--- src/rtl/bus_pkg.sv ---
// rtl/bus_pkg.sv - shared CPU bus source map and sizing helper
package bus_pkg;

   // Select width for an N-way choice; never narrower than one bit.
   function automatic int clog2_min1(input int n);
      int r;
      r = 0;
      for (int i = 0; i < 31; i++) begin
         if ((1 << i) < n) r = i + 1;
      end
      return (r < 1) ? 1 : r;
   endfunction

   // Default 24-source CPU bus map.
   localparam int SRC_R0     = 0;
   localparam int SRC_R15    = 15;
   localparam int SRC_HI     = 16;
   localparam int SRC_LO     = 17;
   localparam int SRC_ZHI    = 18;
   localparam int SRC_ZLO    = 19;
   localparam int SRC_PC     = 20;
   localparam int SRC_MDR    = 21;
   localparam int SRC_INPORT = 22;
   localparam int SRC_CSIGN  = 23;
   localparam int CPU_N_SRC  = 24;

endpackage

--- src/rtl/prio_onehot_enc.sv ---
// rtl/prio_onehot_enc.sv - priority encoder with any/multi detection, index 0 wins
module prio_onehot_enc
   import bus_pkg::*;
#(
   parameter int N     = 24,
   parameter int SEL_W = clog2_min1(N)
) (
   input  logic [N-1:0]     en,
   output logic [SEL_W-1:0] win,
   output logic             any,
   output logic             multi
);

   // Scan downward so the lowest set index is the last assignment and wins.
   always_comb begin
      win = '0;
      for (int i = N - 1; i >= 0; i--) begin
         if (en[i]) win = SEL_W'(i);
      end
      any   = |en;
      // Clearing the lowest set bit leaves something only if two or more were set.
      multi = |(en & (en - {{(N-1){1'b0}}, 1'b1}));
   end

endmodule

--- src/rtl/bus_source_arbiter.sv ---
// rtl/bus_source_arbiter.sv - N-source bus select with hold and conflict tracking
module bus_source_arbiter
   import bus_pkg::*;
#(
   parameter int N_SRC   = 24,
   parameter int WIDTH   = 32,
   parameter bit REG_OUT = 1'b1,
   parameter bit HOLD    = 1'b1,
   parameter int CNT_W   = 8,
   localparam int SEL_W  = clog2_min1(N_SRC)
) (
   input  logic                   clk,
   input  logic                   clr_n,
   input  logic [N_SRC*WIDTH-1:0] src_data,
   input  logic [N_SRC-1:0]       src_en,
   input  logic                   err_clr,
   output logic [WIDTH-1:0]       bus_out,
   output logic [SEL_W-1:0]       bus_sel,
   output logic                   bus_valid,
   output logic                   conflict,
   output logic                   conflict_sticky,
   output logic [CNT_W-1:0]       conflict_cnt
);

   logic [SEL_W-1:0] win;
   logic             any;
   logic             multi;
   logic [WIDTH-1:0] win_data;
   logic [WIDTH-1:0] hold_q;
   logic [SEL_W-1:0] sel_hold_q;
   logic [WIDTH-1:0] nxt_bus;
   logic [SEL_W-1:0] nxt_sel;

   prio_onehot_enc #(.N(N_SRC), .SEL_W(SEL_W)) u_enc (
      .en    (src_en),
      .win   (win),
      .any   (any),
      .multi (multi)
   );

   // Pick the winning source's word; only one slice is ever forwarded.
   always_comb begin
      win_data = '0;
      for (int i = 0; i < N_SRC; i++) begin
         if (win == SEL_W'(i)) win_data = src_data[i*WIDTH +: WIDTH];
      end
   end

   // Next bus value and index, falling back to the held pair (or zero) when idle.
   always_comb begin
      nxt_bus = '0;
      nxt_sel = '0;
      if (any) begin
         nxt_bus = win_data;
         nxt_sel = win;
      end else if (HOLD) begin
         nxt_bus = hold_q;
         nxt_sel = sel_hold_q;
      end
   end

   // Remember the last driven value and index for bus-hold.
   always_ff @(posedge clk or negedge clr_n) begin
      if (!clr_n) begin
         hold_q     <= '0;
         sel_hold_q <= '0;
      end else if (any) begin
         hold_q     <= win_data;
         sel_hold_q <= win;
      end
   end

   generate
      if (REG_OUT) begin : g_reg
         // Registered output stage: cycle-N selection visible after edge N.
         always_ff @(posedge clk or negedge clr_n) begin
            if (!clr_n) begin
               bus_out   <= '0;
               bus_sel   <= '0;
               bus_valid <= 1'b0;
               conflict  <= 1'b0;
            end else begin
               bus_out   <= nxt_bus;
               bus_sel   <= nxt_sel;
               bus_valid <= any;
               conflict  <= multi;
            end
         end
      end else begin : g_comb
         // Combinational outputs are forced to zero while reset is held.
         assign bus_out   = clr_n ? nxt_bus : '0;
         assign bus_sel   = clr_n ? nxt_sel : '0;
         assign bus_valid = clr_n & any;
         assign conflict  = clr_n & multi;
      end
   endgenerate

   // Sticky conflict flag and saturating counter; a new conflict beats err_clr.
   always_ff @(posedge clk or negedge clr_n) begin
      if (!clr_n) begin
         conflict_sticky <= 1'b0;
         conflict_cnt    <= '0;
      end else if (multi) begin
         conflict_sticky <= 1'b1;
         if (err_clr)
            conflict_cnt <= CNT_W'(1);
         else if (conflict_cnt != {CNT_W{1'b1}})
            conflict_cnt <= conflict_cnt + CNT_W'(1);
      end else if (err_clr) begin
         conflict_sticky <= 1'b0;
         conflict_cnt    <= '0;
      end
   end

endmodule

--- config.mk ---
export PLATFORM = sky130hd
export DESIGN_NAME = bus_source_arbiter
export DESIGN_NICKNAME = d
export VERILOG_FILES = /design/src/rtl/bus_pkg.sv /design/src/rtl/prio_onehot_enc.sv /design/src/rtl/bus_source_arbiter.sv
export SDC_FILE = /design/constraint.sdc
export NUM_CORES = 1
export LEC_CHECK = 0
export ABC_CLOCK_PERIOD_IN_PS = 2280
export CAP_MARGIN = 5
export CORE_AREA = 2 2 332 334
export DETAILED_ROUTE_END_ITERATION = 16
export DIE_AREA = 0 0 334 336
export SLEW_MARGIN = 40
export SYNTH_ARGS = -nofsm -noshare
export SYNTH_HDL_FRONTEND = slang
export SYNTH_SLANG_ARGS = --single-unit
--- constraint.sdc ---
create_clock -name clk -period 2.28 [get_ports clk]
set_input_delay 0.342 -clock clk [delete_from_list [all_inputs] [get_ports clk]]
set_output_delay 0.342 -clock clk [all_outputs]
set_load 0.02 [all_outputs]
Yosys cells after proc, flatten, opt, wreduce, memory -nomap -nowiden. Index checks and enable logic that the tools add are counted.

Divide/modulo/power cells: 0. Mux-type cells: 54. Bitwise logic cells: 1. Multipliers: 0. Shifts and indexed selects: 0. Eq/ne operators: 24. Magnitude comparators: 0. Add/subtract/negate cells: 2. Reduce and logical (&&, ||, !) cells: 6.

Operators by type and width (number): 32-bit 2-to-1 mux (24); 5-bit 2-to-1 mux (24); 24-bit OR reduction (2); 5-bit by 4-bit equality test with 1-bit output, second input constant (8); 5-bit equality test, second input constant (8); 8-bit 2-to-1 mux (4); 24-bit AND (1); 24-bit by 1-bit subtractor with 24-bit output, second input constant (1); 5-bit by 3-bit equality test with 1-bit output, second input constant (4); 5-bit by 2-bit equality test with 1-bit output, second input constant (2); 8-bit by 1-bit adder with 8-bit output, second input constant (1); 8-bit != test, second input constant (1); 5-bit by 1-bit equality test with 1-bit output, second input constant (1); 5-bit zero test (1); 2-bit nonzero test (2); 1-bit 2-to-1 mux (2); 2-bit AND reduction (1).

Bits of input ports: 795. Bits in latches: 0. RAM bits: 0. Memories: 0. Register bits: 48. Bits in read-only memories: 0. Logic and storage cells: 93.

Longest topological paths before layout.
Depth after elaboration: 49. Gate-level depth with buffers: 15.

Hierarchy. A second synthesis with hierarchy kept.

Cell total of the unflattened synthesis: 1363. Area, all modules: 9698.1 um2.

By module, submodules not included: bus_source_arbiter (instances 1, seq. area each 1201.2 um2, area each 9183.8 um2, cells an instance 1279); prio_onehot_enc (instances 1, seq. area each 0.0 um2, area each 514.2 um2, cells an instance 84).

Least setup slack after synthesis. OpenSTA, ideal clock, no wires.

Path type: input to register. Start: input port src_en[6]. End: register bus_out[14]. Arrival: 2837 ps. Library setup time: 135 ps. Path slack: -693 ps. Stages: 13. Path buffers: 3. Required time: 2145 ps. Cell sequence: buf_2 -> nor4_1 -> o221ai_2 -> a31o_2 -> buf_6 -> and4_1 -> clkbuf_1 -> a221o_1 -> a221oi_1 -> a31oi_1 -> nor4b_1 -> o21a_1 -> o31ai_2.

Word-level cells in the longest chain between the ends: 32.

RTL lines: from (decl) (line bus_source_arbiter.sv:15) `input logic [N_SRC-1:0] src_en,`; 5-bit 2-to-1 mux (7 in a row) (line prio_onehot_enc.sv:18) `if (en[i]) win = SEL_W'(i);`; 5-bit zero test (line bus_source_arbiter.sv:45) `if (win == SEL_W'(i)) win_data = src_data[i*WIDTH +: WIDTH];`; 32-bit 2-to-1 mux (24 in a row) (line bus_source_arbiter.sv:45); to (signal assigned) (line bus_source_arbiter.sv:83) `bus_out <= nxt_bus;`; to (decl) (line bus_source_arbiter.sv:17) `output logic [WIDTH-1:0] bus_out,`.

Parallel ways exist; a longest one is shown, timed or not. A chain may end at the register's enable or synchronous reset.

Worst setup path in the final report.
Start: input port src_en[6]. End: register bus_out[10].

Same word-level chain as after synthesis.

==> out/qor_table.md <==
| Result | Reported | Unit |
|---|---|---|
| Result of the run | finished with violations | - |
| Violations in the final reports | negative hold slack, negative setup slack | - |
| Die footprint | 0.112 | mm² |
| Path category of the worst min-delay check | in2async | - |
| Path depth of the worst reg2reg path | 7 | - |
| Top library cells by usage in the layout, fill and taps aside | clkdlybuf4s50_1 (816), buf_4 (410), nand2_1 (205), buf_6 (105), a21oi_1 (88) | - |
| Setup Total Neg Slack | -29.05 | ns |
| Total CTS buffers | 5 | - |
| Routing usage on met3 | 6.45 | % |
| Synthesized Nets | 2,097 | - |
| Setup repair after global routing missed its margin | yes | - |
| Die Width | 334 | µm |
| Floorplan core area | 0.108 | mm² |
| Dpl hpwl | 123,000 | µm |
| Worst rel slew slack | 43.9 | % |
| Endpoints failing setup | 42 | - |
| Max clock buf depth | 2 | - |
| Pin count of the biggest net entering global routing | 49 | - |
| Count of yosys warnings during synthesis | 0 | - |
| Residual antenna-violating net count after detailed routing | 0 | - |
| Maximum frequency from static timing analysis | 300 | MHz |
| Number of register bits inferred by synthesis | 48 | - |
| Proportion of synthesized chip area in sequential cells | 13.5 | % |
| Ratio of total power to cell area | 219 | mW/mm² |
| Category of the critical setup timing path | in2reg | - |
| Final routed wire length divided by cell count | 34.2 | µm |
| Effective utilization at floorplan | 8.20 | % |
| Wire length reported by the detailed router | 140,000 | µm |
| Worst-case clock skew | 0.00125 | ns |
| Via count of the first global-routing pass | 18,559 | - |
| Proportion of synthesized flip-flops having asynchronous set or reset | 100 | % |
| GR met2 Demand/Resource | 39.2 | % |
| Combined area of the multi-input logic cells | 0.00937 | mm² |
| Final critical-path share of the clock period | 146 | % |
| Data required time at the worst endpoint | 2.50 | ns |
| Final weighted congestion in routability-driven placement | 0.968 | - |
| Number of sinks driven by the clock tree | 48 | - |
| Cell count after synthesis | 1,301 | - |
| Number of distinct library cell variants in the gate-level netlist after synthesis | 88 | - |
| Fin. Hold Viols | 2 | - |
| Capture point of the worst reg-to-reg path | conflict_cnt[2] | - |
| Antenna violations before repair | 99 | - |
| CTS Hold Bufs | 0 | - |
| Clock input transition at the sequential cells of the worst setup and hold paths | 0.10 | ns |
| Worst IR Drop VDD | 0.259 | mV |
| First-iteration detailed-routing DRC count | 1,724 | - |
| CTS tree | done | - |
| Clk Tree Root Cell | clkbuf_16 | - |
| Crit-path slowest cell | a222oi_1 | - |
| Router iterations before antenna repair | 8 | - |
| Count of flip-flops with a built-in enable after synthesis | 0 | - |
| Crit path launch | src_en[6] | - |
| Post-layout nets | 3,430 | - |
| Cell Chain, Critical Path | buf_6, nor4_4, o2111ai_4, buf_6, buf_4, buf_6, and4_4, and4_4, buf_12, buf_12, a222oi_1, nand3_1, a21oi_2, buf_6, o21ai_2 | - |
| Most frequent standard cell in the layout excluding fill and tap cells | clkdlybuf4s50_1 | - |
| Mean number of vias per cell | 4.51 | - |
| Via count | 18,421 | - |
| Leakage power summed over all cells | 0.0103 | µW |
| Tightest Pin Transition | 0.842 | ns |
| Number of levels in the clock H-tree | 2 | - |
| Critical path endpoint category | register | - |
| Biggest fanout along the worst timing path | 6 | - |
| Worst setup endpoint | bus_out[10] | - |
| GRT Total Usage | 23.7 | % |
| Syn Std Cell Area | 0.00889 | mm² |
| Clock insertion delay at the later pin of the skew report | 0.33 | ns |
| Number of pins with negative max-slew slack in the final report | 0 | - |
| Number of port buffers | 842 | - |
| Busiest layer in global routing | met2 | - |
| Number of violations of the max-capacitance limit | 0 | - |
| Reg2Reg Launch Point | conflict_cnt[0] | - |
| Main synth FF type | dfrtp_1 | - |
| Share of final-layout standard cells stronger than drive strength 1 | 36.4 | % |
| Aggregate global routing overflow | 0 | - |
| Final critical delay including setup and external delays | 3.33 | ns |
| Mean cell area of the mapped netlist | 6.83 | µm² |
| Die H | 336 | µm |
| Sequential cell area | 0.00120 | mm² |
| Fillers | 11,925 | - |
| Longest individual stage delay on the worst path | 0.75 | ns |
| Boundary pin count | 843 | - |
| Residual DRC | 0 | - |
| Setup slack of the critical path after layout | -1.05 | ns |
| Cell occurring most often along the worst timing path | buf_6 | - |
| FF-to-FF setup slack | 0.39 | ns |
| GR Layer Usage met1 | 28.5 | % |
| Data arrival at the endpoint of the critical path | 3.55 | ns |
| Hold WS | -0.0176 | ns |
| Site row count | 121 | - |
| Synthesis-to-layout area growth | 204 | % |
| Global-route wire length before repair | 177,000 | µm |
| Critical path launch point type | input port | - |
==> cell families (layout without fill, tap and decap cells) <==
family / count (synthesis) / in the layout / share of synthesized area, %
AND/OR/NAND/NOR: 504 / 504 / 27.8
buffers and inverters: 125 / 1458 / 6.39
XOR/XNOR: 3 / 3 / 0.296
multiplexers: 34 / 34 / 3.93
adder cells (fa/ha/maj): 7 / 7 / 0.831
other: 0 / 40 / 0
flip-flops: 48 / 48 / 13.5
AO/OA/AOI/OAI: 580 / 580 / 47.2
==> cell type report <==
type | count | share of cell area, %
Clock inverter | 1 | 0.0186
Inverter | 12 | 0.176
Multi-Input combinational cell | 1128 | 34.7
Antenna cell | 40 | 0.371
Sequential cell | 48 | 4.45
Timing Repair Buffer | 1439 | 53.2
Clock buffer | 6 | 0.478
Tap cell | 1414 | 6.56
==> layer usage <==
layer | part of all wire (%) | wire, µm
met5 | 0.36 | 504
met2 | 47 | 65700
met4 | 4.6 | 6360
met3 | 8.8 | 12200
met1 | 39 | 55000
==> where the power goes <==
group,leakage [µW],total [µW],switching [µW],internal [µW]
Clock,0.0000670,867,462,405
Sequential,0.000584,1060,114,943
Combinational,0.00964,3990,1720,2260
==> worst min-delay path by stage <==
| stage | depth (start not counted) | from | endpoint |
|---|---|---|---|
| floorplan | 0 | clr_n | bus_out[0] |
| global placement | 2 | clr_n | conflict_cnt[4] |
| detailed placement | 2 | clr_n | conflict_cnt[4] |
| CTS | 2 | clr_n | conflict |
| global route | 2 | clr_n | conflict |
| finish | 2 | clr_n | conflict |
==> state kept, by name, summed over array words and instances, names as in the netlist <==
register	count
conflict_sticky	1
conflict	1
bus_out	32
conflict_cnt	8
bus_valid	1
bus_sel	5
==> cell usage after synthesis (all sizes together) (6+ instances only) <==
cell type	n	share of area (%)
nand2	226	9.7
maj3	6	0.69
nor3	31	2.0
nor2	89	3.9
a222oi	35	3.9
o21ai	95	5.4
o21a	8	0.68
o22ai	38	2.7
nand3	56	3.3
nor4	35	3.6
dfrtp	48	14
o211a	7	0.79
mux2i	27	3.0
clkbuf	52	2.2
a221o	7	0.79
o22a	13	1.3
o2111ai	11	1.2
o31ai	9	1.0
a21o	9	0.76
a22oi	21	1.8
inv	11	0.46
a22o	13	1.3
a31oi	23	1.8
a221oi	57	5.6
and3	19	1.3
a21oi	116	6.6
mux2	7	0.89
nand4	13	0.99
o221ai	33	3.3
buf	61	3.7
o211ai	19	1.7
a211oi	28	2.8
==> worst max-delay path, delay by kind of cell <==
kind	cells	cell delay [ns]
AO/OA/AOI/OAI	4	1.25
AND/OR/NAND/NOR	4	1.02
buffers and inverters	7	0.90
==> per-stage QoR <==
| stage | total power [µW] | utilization [%] | instance area, µm² | instances | setup slack (ns) |
|---|---|---|---|---|---|
| 2_1_floorplan | 1830 | - | 9250 | 1301 | -0.511 |
| 3_3_place_gp | 4610 | 21.4 | 23200 | 3928 | -2.40 |
| 3_5_place_dp | 4620 | 21.4 | 23200 | 3928 | -2.21 |
| 4_1_cts | 5840 | 24.1 | 26100 | 4027 | -0.904 |
| 5_1_grt | 6130 | 24.9 | 27000 | 4078 | -1.00 |
| 6_report | 5910 | 24.9 | 27000 | 4088 | -1.05 |
==> timing repair <==
action                     4_1_cts  5_1_grt
resized for setup              493      141
gates cloned                     3        0
setup endpoints to repair       47       42
pin swaps                      146      110
setup buffers                  106       37
No activity file was read; power rests on OpenSTA's default activity.
